File: src/rtl/adt7410_poller.sv
// ADT7410 sequencer: one configuration write, then periodic MSB/LSB temperature reads
// through the i2c_wrapper handshake, with bounded retries, timeouts and a sticky fault.
module adt7410_poller #(
    parameter int unsigned CLK_FREQ       = 100_000_000,
    parameter int unsigned POLL_CYCLES    = 25_000_000,
    parameter logic [7:0]  CFG_REG        = 8'h03,
    parameter logic [7:0]  CFG_VALUE      = 8'h80,
    parameter int unsigned MAX_RETRIES    = 3,
    parameter int unsigned TIMEOUT_CYCLES = 1_000_000
) (
    input  logic        clk,
    input  logic        rst_n,
    input  logic        enable,
    input  logic        force_poll,
    output logic        i2c_start,
    output logic        i2c_rd_wr,
    output logic [7:0]  i2c_address,
    output logic [7:0]  i2c_data_to_send,
    input  logic [7:0]  i2c_data_received,
    input  logic        i2c_busy,
    input  logic        i2c_error,
    output logic [15:0] temp_data,
    output logic        temp_valid,
    output logic        cfg_done,
    output logic        fault
);

    localparam int          RW         = $clog2(MAX_RETRIES + 2);
    localparam logic [RW-1:0] RETRY_MAX = RW'(MAX_RETRIES);
    localparam logic [31:0] POLL_LAST  = 32'(POLL_CYCLES - 1);
    localparam logic [31:0] TMO_LIMIT  = 32'(TIMEOUT_CYCLES);

    generate
        if (CLK_FREQ == 0 || POLL_CYCLES == 0 || TIMEOUT_CYCLES == 0) begin : g_bad_params
            $error("adt7410_poller: CLK_FREQ, POLL_CYCLES and TIMEOUT_CYCLES must be non-zero");
        end
    endgenerate

    typedef enum logic [3:0] {
        S_IDLE, S_CFG_ISSUE, S_CFG_WAIT, S_MSB_ISSUE, S_MSB_WAIT,
        S_LSB_ISSUE, S_LSB_WAIT, S_PUBLISH, S_WAIT_TIMER
    } state_t;

    state_t        state_q, state_d;
    logic [31:0]   cnt_q, cnt_d;
    logic [RW-1:0] retry_q, retry_d;
    logic          busy_seen_q, busy_seen_d;
    logic [7:0]    msb_q, msb_d;
    logic [15:0]   temp_q, temp_d;
    logic          cfg_done_q, cfg_done_d;
    logic          fault_q, fault_d;

    logic txn_done, txn_ok, txn_fail;

    function automatic state_t issue_of(state_t s);
        case (s)
            S_CFG_WAIT: return S_CFG_ISSUE;
            S_MSB_WAIT: return S_MSB_ISSUE;
            default:    return S_LSB_ISSUE;
        endcase
    endfunction

    // Completion needs busy to have been seen high first, so the idle bus right after start is not mistaken for it.
    assign txn_done = busy_seen_q && !i2c_busy;
    assign txn_ok   = txn_done && !i2c_error;
    assign txn_fail = (txn_done && i2c_error) || (!txn_done && (cnt_q >= TMO_LIMIT));

    always_comb begin
        state_d          = state_q;
        cnt_d            = cnt_q + 32'd1;
        retry_d          = retry_q;
        busy_seen_d      = busy_seen_q;
        msb_d            = msb_q;
        temp_d           = temp_q;
        cfg_done_d       = cfg_done_q;
        fault_d          = fault_q;
        i2c_start        = 1'b0;
        i2c_rd_wr        = 1'b0;
        i2c_address      = 8'h00;
        i2c_data_to_send = 8'h00;
        temp_valid       = 1'b0;

        case (state_q)
            S_CFG_ISSUE, S_CFG_WAIT: begin
                i2c_address      = CFG_REG;
                i2c_data_to_send = CFG_VALUE;
            end
            S_MSB_ISSUE, S_MSB_WAIT: begin
                i2c_rd_wr   = 1'b1;
                i2c_address = 8'h00;
            end
            S_LSB_ISSUE, S_LSB_WAIT: begin
                i2c_rd_wr   = 1'b1;
                i2c_address = 8'h01;
            end
            default: ;
        endcase

        case (state_q)
            S_IDLE: begin
                if (enable) begin
                    state_d = cfg_done_q ? S_MSB_ISSUE : S_CFG_ISSUE;
                end
            end
            S_CFG_ISSUE, S_MSB_ISSUE, S_LSB_ISSUE: begin
                if (!i2c_busy) begin
                    i2c_start   = 1'b1;
                    cnt_d       = 32'd1;
                    busy_seen_d = 1'b0;
                    state_d     = (state_q == S_CFG_ISSUE) ? S_CFG_WAIT :
                                  (state_q == S_MSB_ISSUE) ? S_MSB_WAIT : S_LSB_WAIT;
                end
            end
            S_CFG_WAIT, S_MSB_WAIT, S_LSB_WAIT: begin
                busy_seen_d = busy_seen_q | i2c_busy;
                if (txn_ok) begin
                    retry_d = '0;
                    case (state_q)
                        S_CFG_WAIT: begin
                            cfg_done_d = 1'b1;
                            state_d    = enable ? S_MSB_ISSUE : S_IDLE;
                        end
                        S_MSB_WAIT: begin
                            msb_d   = i2c_data_received;
                            state_d = enable ? S_LSB_ISSUE : S_IDLE;
                        end
                        default: begin
                            // A finished sample is published even if enable dropped during the LSB read.
                            temp_d  = {msb_q, i2c_data_received};
                            fault_d = 1'b0;
                            state_d = S_PUBLISH;
                        end
                    endcase
                end else if (txn_fail) begin
                    if (retry_q < RETRY_MAX) begin
                        retry_d = retry_q + 1'b1;
                        state_d = issue_of(state_q);
                    end else begin
                        retry_d = '0;
                        fault_d = 1'b1;
                        cnt_d   = 32'd0;
                        state_d = enable ? S_WAIT_TIMER : S_IDLE;
                    end
                end
            end
            S_PUBLISH: begin
                temp_valid = 1'b1;
                cnt_d      = 32'd0;
                state_d    = S_WAIT_TIMER;
            end
            S_WAIT_TIMER: begin
                if (!enable) begin
                    state_d = S_IDLE;
                end else if (force_poll || (cnt_q == POLL_LAST)) begin
                    state_d = S_MSB_ISSUE;
                end
            end
            default: state_d = S_IDLE;
        endcase
    end

    always_ff @(posedge clk or negedge rst_n) begin
        if (!rst_n) begin
            state_q     <= S_IDLE;
            cnt_q       <= '0;
            retry_q     <= '0;
            busy_seen_q <= 1'b0;
            msb_q       <= '0;
            temp_q      <= '0;
            cfg_done_q  <= 1'b0;
            fault_q     <= 1'b0;
        end else begin
            state_q     <= state_d;
            cnt_q       <= cnt_d;
            retry_q     <= retry_d;
            busy_seen_q <= busy_seen_d;
            msb_q       <= msb_d;
            temp_q      <= temp_d;
            cfg_done_q  <= cfg_done_d;
            fault_q     <= fault_d;
        end
    end

    assign temp_data = temp_q;
    assign cfg_done  = cfg_done_q;
    assign fault     = fault_q;

endmodule

File: config.mk
export PLATFORM = sky130hd
export DESIGN_NAME = adt7410_poller
export DESIGN_NICKNAME = d
export VERILOG_FILES = /design/src/rtl/adt7410_poller.sv
export SDC_FILE = /design/constraint.sdc
export NUM_CORES = 1
export LEC_CHECK = 0
export CORE_ASPECT_RATIO = 1.75
export CORE_MARGIN = 2
export CORE_UTILIZATION = 54
export DETAILED_ROUTE_END_ITERATION = 10
export GPL_ROUTABILITY_DRIVEN = 0
export PLACE_DENSITY = 0.79
export SLEW_MARGIN = 25
export SYNTH_ARGS = -nofsm -noshare
export SYNTH_HDL_FRONTEND = slang
export SYNTH_SLANG_ARGS = --single-unit
File: constraint.sdc
create_clock -name clk -period 2.2 [get_ports clk]
set_clock_uncertainty 0.15 [all_clocks]
set_input_delay 0.66 -clock clk [delete_from_list [all_inputs] [get_ports clk]]
set_output_delay 0.66 -clock clk [all_outputs]
set_load 0.01 [all_outputs]
==> run summary <==
Clk root buf: clkbuf_8
CP Max Fanout: 8
Crit path time final: 2.19 ns
Commonest cells post-synth: 66 x dfrtp_1, 45 x nor2_1, 26 x mux2_2
Post-synthesis sequential area ratio: 47.7%
Most common cell in the synthesized netlist: dfrtp_1
Max Cap Viol: 0
Slew Limit Fails: 0
Leak Pwr: 2.04 nW
Critical Path AT: 2.29 ns
EDFF count, synth: 0
Area growth, synth to finish: 35.8%
Iteration-0 DRC count of the detailed router: 175
#FFs+latches synth: 66
Maximum buffer depth of the clock tree: 2
Post-DP HPWL: 5740 microns
Synth area leader: dfrtp_1
Clock Latency Late Sink: 0.35 ns
GRT overflow: 0
IO buf count: 37
Worst EP required: 2.29 ns
Synth warn: 0
Syn Inst Count: 335
First-pass GRT wire length: 13800 microns
Unrepaired setup endpoints after global routing: yes
Layout cells sized above 1: 34.9%
Cell Area, Synth: 3460 sq um
Worst Reg-to-Reg Cells: 8
# clock sinks: 66
Worst setup SP type: register
Initial antenna violation count: 0
Worst R2R Setup Slack: 0.006 ns
Vias in the first global route: 2947
Hold slack final: 0.0699 ns
Largest cells by area after synthesis: dfrtp_1 48%, mux2_2 8.5%, xnor2_1 6.1%
CTS buffer count: 9
Total Routing Usage GR: 25.7%
Initial Util: 56.0%
# rows: 38
I/O pins: 51
Final hold vios: 0
Die height: 110 microns
Finished Layout Cells: 510
CTS tree: done
Nets@finish: 442
Crit path kind: reg2reg
Power per cell area: 1270 nW/um^2
Post-DRT Antenna Nets: 0
Fmax: 456 MHz
Routed len/inst: 17.3 microns
Die area: 7090 sq um
FILL cells: 403
Via count: 2938
Core Footprint: 6180 sq um
Fin crit share: 99.7%
Setup TNS: 0 ns
Vias per std cell: 5.76
Main synth FF type: dfrtp_1
Dpl cells: 482
WL final: 8820 microns
Worst setup EP type: register
Final Setup Violations: 0
Pre-antenna DRT Iters: 5
Share of the synthesized area in the top cell type: 47.7%
Clock transition at path regs: 0.07 ns
Distinct cell type count after synthesis: 50
Die W: 64.5 microns
# diodes: 0
Hold Path Class: in2async
Crit Reg-Reg Endpoint: cnt_q[5]
Origin of the critical flop-to-flop path: cnt_q[16]
Residual DRC count: 0
Peak VDD IR: 1160 uV
Syn avg cell area: 10.3 sq um
Synth async-reset ratio: 100%
Pin count of the biggest net entering global routing: 52
CTS H-tree lvls: 3
Cts hold-fix bufs: 0
Outcome: completed
==> logic make-up (layout without fill, tap and decap cells) <==
group	Yosys count	in the layout	share of synthesized area (%)
fa+ha+maj	3	3	1.08
xor+xnor	31	31	7.85
buf+inv	39	122	6.80
compound gates	36	36	8.24
other cells	1	13	0.108
flops	66	66	47.7
simple gates	133	133	19.7
mux	26	26	8.46
==> through the flow <==
stage / total power, W / util, % / area (sq um) / setup slack (ns)
floorplan: 0.00306 / - / 3510 / 0.0484
global placement: 0.00406 / 67.4 / 4160 / -0.551
detailed placement: 0.00415 / 67.4 / 4160 / -0.569
CTS: 0.00565 / 73.4 / 4530 / -0.0171
global route: 0.00627 / 76.0 / 4700 / -0.0855
finish: 0.00597 / 76.0 / 4700 / 0.00571
==> layout by cell type, fill, tap and decap left out, drive strengths merged, types with 4 or more instances in the layout <==
| cell type | n |
|---|---|
| and2 | 4 |
| buf | 63 |
| mux2 | 26 |
| inv | 10 |
| nand4 | 15 |
| clkbuf | 12 |
| nor3b | 4 |
| xor2 | 7 |
| nand3 | 9 |
| clkdlybuf4s50 | 28 |
| o21ai | 5 |
| a21oi | 5 |
| and4 | 6 |
| nand2 | 19 |
| nor4 | 12 |
| conb | 13 |
| nor2 | 45 |
| dfrtp | 66 |
| xnor2 | 24 |
| nor3 | 10 |
==> state kept, by name, indices dropped and copies added (netlist names) <==
signal       flops
retry_q          3
fault            1
temp_data       16
busy_seen_q      1
cnt_q           32
state_q          4
msb_q            8
cfg_done         1
==> worst max-delay path, cell delays in order, from the launching register on <==
cell and delay [ns]:
dfrtp_1 0.35, nand4_1 0.15, a311oi_2 0.41, o21ai_2 0.14, a2111oi_4 0.34, buf_4 0.19
buf_6 0.12, clkbuf_16 0.17, nor2_1 0.06
==> worst max-delay path by stage <==
stage | from | to | slack [ns] | depth (start not counted)
detailed placement | i2c_busy | i2c_start | -0.57 | 3
floorplan | i2c_busy | temp_data[10] | 0.05 | 6
finish | cnt_q[16] | cnt_q[5] | 0.006 | 8
global placement | i2c_busy | i2c_start | -0.55 | 3
global route | cnt_q[16] | cnt_q[5] | -0.09 | 8
CTS | state_q[3] | i2c_data_to_send[7] | -0.02 | 3
==> final cells by class <==
| type | instances | area [sq um] | share of cell area [%] |
|---|---|---|---|
| Multi-Input combinational cell | 242 | 1810 | 38.5 |
| Tap cell | 80 | 100 | 2.13 |
| Timing Repair Buffer | 96 | 867 | 18.5 |
| Clock inverter | 6 | 90.1 | 1.92 |
| Inverter | 10 | 37.5 | 0.799 |
| Clock buffer | 10 | 138 | 2.93 |
| Sequential cell | 66 | 1660 | 35.3 |
==> what timing repair did <==
item,4_1_cts,5_1_grt
cloned,2,1
pin swaps,3,15
setup buffers,7,3
hold endpoints to repair,0,0
setup endpoints to repair,65,51
resized for setup,35,41
==> routing by layer <==
| metal | up-vias | track usage [%] | part of all wire [%] |
|---|---|---|---|
| li1 | 1342 | - | - |
| met1 | 1453 | 27.1 | 35 |
| met2 | 112 | 48.1 | 57 |
| met3 | 31 | 5.22 | 4.3 |
| met4 | 0 | 12.0 | 3.6 |
| met5 | - | 0 | 0 |
==> power breakdown <==
group	switching [W]	internal (W)
sequential	0.000235	0.00153
combinational	0.00144	0.00161
clock	0.000479	0.000670
Note: power is estimated with default switching activity, not from simulation.
